## src/rtl/fir_reload_controller.sv

```systemverilog
// Coefficient reload sequencer and sample gate for a banked FIR filter.
// Optional macro FIR_RELOAD_FLUSH_EN adds a flush pass that zeroes the filter delay line.
module fir_reload_controller #(
   parameter int unsigned NTAPS      = 16,
   parameter int unsigned NBANKS     = 4,
   parameter int unsigned RESULT_LAT = 1
) (
   input  logic                                     i_clk,
   input  logic                                     i_reset,
   input  logic                                     i_reload_req,
   input  logic [$clog2(NBANKS)-1:0]                i_bank,
   output logic [$clog2(NBANKS)+$clog2(NTAPS)-1:0] o_coef_addr,
   input  logic [15:0]                              i_coef_data,
   output logic                                     o_tap_wr,
   output logic [15:0]                              o_tap,
   input  logic                                     i_sample_valid,
   output logic                                     o_sample_ready,
   input  logic [15:0]                              i_sample,
   output logic                                     o_ce,
   output logic [15:0]                              o_sample,
   output logic                                     o_result_valid,
   output logic                                     o_busy,
   output logic                                     o_reload_done,
   output logic [$clog2(NBANKS)-1:0]                o_bank_active
);

   localparam int unsigned BW = $clog2(NBANKS);
   localparam int unsigned IW = $clog2(NTAPS);
   localparam logic [IW-1:0] IdxLast = IW'(NTAPS - 1);

`ifdef FIR_RELOAD_FLUSH_EN
   typedef enum logic [1:0] {StIdle, StLoad, StFlush, StRun} state_e;
`else
   typedef enum logic [1:0] {StIdle, StLoad, StRun} state_e;
`endif

   state_e                state_q, state_d;
   logic [IW-1:0]         idx_q, idx_d;
   logic [BW-1:0]         bank_q, bank_d;
   logic [BW-1:0]         bank_act_q, bank_act_d;
   logic                  tap_wr_q, tap_wr_d;
   logic [15:0]           tap_q, tap_d;
   logic                  ce_q, ce_d;
   logic                  ce_real_q, ce_real_d;
   logic [15:0]           sample_q, sample_d;
   logic                  done_q, done_d;
   logic [RESULT_LAT-1:0] rv_q, rv_d;
   logic                  accept;

   assign o_sample_ready = (state_q == StRun) && !i_reload_req;
   assign accept         = i_sample_valid && o_sample_ready;
   assign o_coef_addr    = {bank_q, idx_q};
   assign o_busy         = (state_q != StIdle) && (state_q != StRun);

   assign o_tap_wr       = tap_wr_q;
   assign o_tap          = tap_q;
   assign o_ce           = ce_q;
   assign o_sample       = sample_q;
   assign o_result_valid = rv_q[RESULT_LAT-1];
   assign o_reload_done  = done_q;
   assign o_bank_active  = bank_act_q;

   always_comb begin
      state_d    = state_q;
      idx_d      = idx_q;
      bank_d     = bank_q;
      bank_act_d = bank_act_q;
      tap_wr_d   = 1'b0;
      tap_d      = tap_q;
      ce_d       = 1'b0;
      ce_real_d  = 1'b0;
      sample_d   = sample_q;
      done_d     = 1'b0;

      // A sample accepted on the same cycle RUN is left is still forwarded.
      if (accept) begin
         ce_d      = 1'b1;
         ce_real_d = 1'b1;
         sample_d  = i_sample;
      end

      unique case (state_q)
         StIdle: begin
            if (i_reload_req) begin
               bank_d  = i_bank;
               idx_d   = '0;
               state_d = StLoad;
            end
         end
         StLoad: begin
            tap_wr_d = 1'b1;
            tap_d    = i_coef_data;
            idx_d    = idx_q + 1'b1;
            if (idx_q == IdxLast) begin
               idx_d = '0;
`ifdef FIR_RELOAD_FLUSH_EN
               state_d = StFlush;
`else
               state_d    = StRun;
               done_d     = 1'b1;
               bank_act_d = bank_q;
`endif
            end
         end
`ifdef FIR_RELOAD_FLUSH_EN
         StFlush: begin
            // Zero samples clock the old history out; they never produce results.
            ce_d     = 1'b1;
            sample_d = '0;
            idx_d    = idx_q + 1'b1;
            if (idx_q == IdxLast) begin
               idx_d      = '0;
               state_d    = StRun;
               done_d     = 1'b1;
               bank_act_d = bank_q;
            end
         end
`endif
         StRun: begin
            if (i_reload_req) begin
               bank_d  = i_bank;
               idx_d   = '0;
               state_d = StLoad;
            end
         end
         default: state_d = StIdle;
      endcase

      rv_d    = rv_q;
      rv_d[0] = ce_real_q;
      for (int unsigned i = 1; i < RESULT_LAT; i++) begin
         rv_d[i] = rv_q[i-1];
      end
   end

   always_ff @(posedge i_clk) begin
      if (!i_reset) begin
         state_q    <= StIdle;
         idx_q      <= '0;
         bank_q     <= '0;
         bank_act_q <= '0;
         tap_wr_q   <= 1'b0;
         tap_q      <= '0;
         ce_q       <= 1'b0;
         ce_real_q  <= 1'b0;
         sample_q   <= '0;
         done_q     <= 1'b0;
         rv_q       <= '0;
      end else begin
         state_q    <= state_d;
         idx_q      <= idx_d;
         bank_q     <= bank_d;
         bank_act_q <= bank_act_d;
         tap_wr_q   <= tap_wr_d;
         tap_q      <= tap_d;
         ce_q       <= ce_d;
         ce_real_q  <= ce_real_d;
         sample_q   <= sample_d;
         done_q     <= done_d;
         rv_q       <= rv_d;
      end
   end

endmodule

```

## config.mk

```make
export PLATFORM = sky130hd
export DESIGN_NAME = fir_reload_controller
export DESIGN_NICKNAME = d
export VERILOG_FILES = /design/src/rtl/fir_reload_controller.sv
export SDC_FILE = /design/constraint.sdc
export NUM_CORES = 1
export LEC_CHECK = 0
export ABC_AREA = 1
export BUFFER_PORTS_ARGS = -buffer_cell sky130_fd_sc_hd__clkbuf_2
export CAP_MARGIN = 20
export CORE_MARGIN = 2
export CORE_UTILIZATION = 30
export DETAILED_ROUTE_END_ITERATION = 7
export GPL_TIMING_DRIVEN = 0
export PLACE_DENSITY_LB_ADDON = 0.12
export SLEW_MARGIN = 20
export SYNTH_ARGS = -nofsm -noshare
export SYNTH_HDL_FRONTEND = slang
export SYNTH_SLANG_ARGS = --single-unit
```

## constraint.sdc

```tcl
create_clock -name i_clk -period 1.55 [get_ports i_clk]
set_clock_uncertainty 0.1 [all_clocks]
set_input_delay 0.31 -clock i_clk [delete_from_list [all_inputs] [get_ports i_clk]]
set_output_delay 0.31 -clock i_clk [all_outputs]
set_load 0.01 [all_outputs]
```

# Word level (Yosys, flattened, before mapping)
# Index checks and enable logic that the tools add are counted.
[totals]
inputBits = 38
ff_bits = 46
out_inout_bits = 46
word_cells = 39
[op_classes]
add_sub_neg = 1
n_reduce_logical = 13
n_eq_ne = 6
n_mux = 9
[ops]
columns = ["op", "count"]
rows = [
  ["AND reduction 2 bit", 5],
  ["2-to-1 mux 4 bit", 2],
  ["one-hot mux 4 bit (2 select lines)", 1],
  ["adder 4 x 1 -> 4 bit, second input constant", 1],
  ["equality test 4 bit, second input constant", 1],
  ["2-to-1 mux 2 bit", 2],
  ["!= test 2 bit, second input constant", 2],
  ["one-hot mux 2 bit (2 select lines)", 1],
  ["nonzero test 2 bit", 2],
  ["logical AND 1 bit", 3],
  ["2-to-1 mux 1 bit", 3],
  ["equality test 2 x 1 -> 1 bit, second input constant", 1],
  ["equality test 2 bit, second input constant", 1],
  ["logical NOT 2 bit", 1],
  ["!= test 2 x 1 -> 1 bit, second input constant", 1],
  ["OR reduction 2 bit", 1],
  ["logical NOT 1 bit", 1],
]

# Longest topological paths before layout
[logic_depth]
ltp_word = 4
ltp_mapped = 7
ltp_nobuf = 6

# Least setup slack after synthesis
# OpenSTA, ideal clock, no wires.
[synth_timing]
path_kind = "reg-to-reg"
startpoint = "register idx_q[0]"
endpoint = "register bank_act_q[0] (netlist: o_bank_active[0])"
path_buffers = 0
slack_ns = 0.254
required_ns = 1.380
path_stages_with_launch = 6
t_arrival_ns = 1.126
cell_sequence = "dfxtp_1 > ha_1 > nand3_1 > nor2_1 > o21ai_0 > a21oi_1"
[synth_via]
elab_chain_cells = 2
[synth_lines]
columns = ["element", "line_no", "text"]
rows = [
  ["start: declaration", "38", "logic [IW-1:0] idx_q, idx_d;"],
  ["start signal: assignment", "151", "idx_q <= idx_d;"],
  ["equality test 4 bit", "94", "if (idx_q == IdxLast) begin"],
  ["AND reduction 2 bit (no line)", "-", ""],
  ["end signal: assignment", "153", "bank_act_q <= bank_act_d;"],
  ["end: declaration", "40", "logic [BW-1:0] bank_act_q, bank_act_d;"],
]
# Every way passes these cells.
# A chain may end at the register's enable or synchronous reset.

# Worst setup path in the final report
[layout_timing]
startpoint = "register state_q[0]"
endpoint = "output o_sample_ready"
[layout_via]
elab_chain_cells = 2
[layout_lines]
columns = ["element", "line_no", "text"]
rows = [
  ["start: declaration", "37", "state_e state_q, state_d;"],
  ["start signal: assignment", "138", "state_q <= StIdle;"],
  ["start signal: assignment", "150", "state_q <= state_d;"],
  ["equality test 2 bit", "50", "assign o_sample_ready = (state_q == StRun) && !i_reload_req;"],
  ["logical AND 1 bit", "50", ""],
  ["end: declaration", "17", "output logic o_sample_ready,"],
]
# Every way passes these cells.

==> metrics.cfg <==
[critical_path]
critPathCaptureType=output port
start_kind=flop
cp_top_family=flip-flops
cp.buffers_inverters=3
path_class=reg2out
crit_arrival_ns=1.03
max_stage_delay_ns=0.34
crit_fanout=3
cpMaxStageDelayCell=dfxtp_1
worstPathCellList=inv_2 -> nand3_2 -> inv_1 -> clkbuf_2
cp.required_ns=1.14

[floorplan]
die_y_um=77.5
die_area_um2=6000
start_util_pct=31.3
core.rowCount=26
core_area_um2=5170
ios=84
dieWidth_um=77.5

[sta]
finalSetupViolations=0
rsz0062_at_grt=false
fin_crit_sh_pct=93.2
fmax_mhz=692
finalMaxSlewViolations=0
fin_tns_setup_ns=0
worst_slew_pin_slew_ns=0.443
period_needed_ns=1.44
finalHoldViolCount=0
slew_headroom_pct=70.4

[cells_and_area]
final_layout_size_suffix_gt1_share_pct=35.1
area_delta_synth_final_pct=41.6
finalNetCount=337
antenna_cells=0

[synthesis]
synth.most_common_cell=nor2_1
synth_area_leader_cell=dfxtp_1
synthSimpleGateAreaFrac_pct=21.9
synthArstFlopShare_pct=0
synth_top_family_by_area=simple AND/OR/NAND/NOR gates
synth_xor_area_share_pct=0
synth_top_area_share_pct=56.9
ys.flop_type=dfxtp_1
synth_compound_area_share_pct=14.8
synthMuxAreaShare_pct=0
synth_seq_cells=46
synth_top_cells_by_area=dfxtp_1 (57%), nor2_1 (16%), o21ai_0 (11%)
synth_commonest_cells=nor2_1 (67), dfxtp_1 (46), o21ai_0 (37)
synth_edf_count=0
ys_seq_area_share_pct=56.9
synth_cells=205
syn-cell-area_um2=1620
synth_nets=244
yosysUniqueCellTypes=19
synth_fa_ha_area_share_pct=0.773
yosys_warnings=0
synth.avg_cell_area_um2=7.90

[power]
powerDensity_nw_per_um2=1130
peakVddDrop_mv=0.434
p_leak_nw=1.17
power_mw=2.59

[drt]
wirelength_mm=4.06
drc=0
wl_per_cell_um=11.0
vias_per_cell=4.24
drtAntennaViolNets=0
drt_iter0_markers=62
vias=1565
first_pass_iters=4

[clock_tree]
h-tree-depth=2
cts_inserted_buffers=5
clockBufferDepth=2
hold_buffers=0
path_clk_slew_ns=0.09
tritoncts=done
worst_skew_pair.late_latency_ns=0.30
cts_root_buffer=clkbuf_8
cts.sink_count=46

[global_route]
grt_max_degree=15
grt_use_total_pct=14.2
overflow=0
grt_pass1_vias=1512
grt_pass1_wl_mm=6.79
antenna_found_initial=0

[placed_design]
io_buffers=83
hpwl_mm=2.95
gp_congestion=0.746

[run]
drv_cap=0

[run_status]
outcome=finished, final reports clean

[min_path]
holdCritPathClass=in2reg

-- cells in the final DEF (no fill, tap or decap), types with 2 or more instances in the layout --
master	instances
a21oi_1	8
buf_2	2
buf_4	4
bufinv_16	2
clkbuf_1	4
clkbuf_2	84
clkbuf_8	6
dfxtp_1	45
inv_1	12
inv_2	2
nand2_1	13
nand3_1	4
nor2_1	66
nor2_2	2
o21ai_0	37
-- per-stage QoR --
step	util (%)	area (µm²)	hold slack (ns)	std cells	setup slack (ns)
floorplan	-	1620	0.345	205	0.254
global placement	41.0	2120	0.329	358	0.0570
detailed placement	41.0	2120	0.331	358	0.0324
CTS	43.8	2260	0.121	366	0.0741
global route	44.3	2290	0.121	369	0.00727
finish	44.3	2290	0.132	369	0.106
-- logic make-up after synthesis --
family | after synthesis
AOI/OAI and AO/OA | 47
adders and majority gates | 1
buffers and inverters | 23
DFF | 46
and+or+nand+nor | 88
-- worst register-to-register path, stage by stage, from the launching register on --
cell     delay (ns)
dfxtp_1        0.34
inv_2          0.08
nand3_2        0.12
nor2_4         0.19
inv_2          0.10
buf_2          0.20
nor2_1         0.13
nor2_1         0.06
-- state kept, by name (all words and copies together) (netlist names) --
register	cells
o_sample	16
o_tap	16
idx_q	4
bank_q	2
o_bank_active	2
state_q	2
ce_real_q	1
o_reload_done	1
o_result_valid	1
o_tap_wr	1
-- layout make-up --
cell class	instances	area [µm²]
fill	550	2880
sequential	46	922
multi-input combinational	136	608
timing repair buffer	86	438
tap	70	87.6
clock buffer	6	82.6
clock inverter	2	60.1
inverter	14	52.6
buffer	9	41.3
-- where the power goes --
group	leakage, nW	switching, mW	internal (mW)	total, mW
logic	0.726	0.139	0.107	0.245
clock network	0.0714	0.401	0.688	1.09
registers	0.375	0.0267	1.23	1.26
-- repair_timing --
| item | 4_1_cts | 5_1_grt |
|---|---|---|
| gates resized for setup | 0 | 4 |
| hold endpoints to repair | 0 | 0 |
| setup buffers | 0 | 3 |
| setup endpoints to repair | 0 | 12 |
-- routing by layer --
layer	track usage (%)	part of all wire (%)
met5	0	0
met4	4.29	0.47
met3	5.47	7.1
met2	22.5	45
met1	17.8	47
-- worst paths after layout --
| check | start | end | slack, ns | cells after the start |
|---|---|---|---|---|
| hold / removal | i_sample[3] | o_sample[3]$_SDFFE_PN0P_ | 0.13 | 3 |
| setup reg to reg | state_q[0]$_SDFFE_PN0P_ | o_sample[6]$_SDFFE_PN0P_ | 0.14 | 7 |
| setup / recovery | state_q[0]$_SDFFE_PN0P_ | o_sample_ready | 0.11 | 4 |
| hold reg to reg | ce_real_q$_SDFF_PN0_ | o_result_valid$_SDFF_PN0_ | 0.34 | 2 |
(Power assumes the default switching activity.)
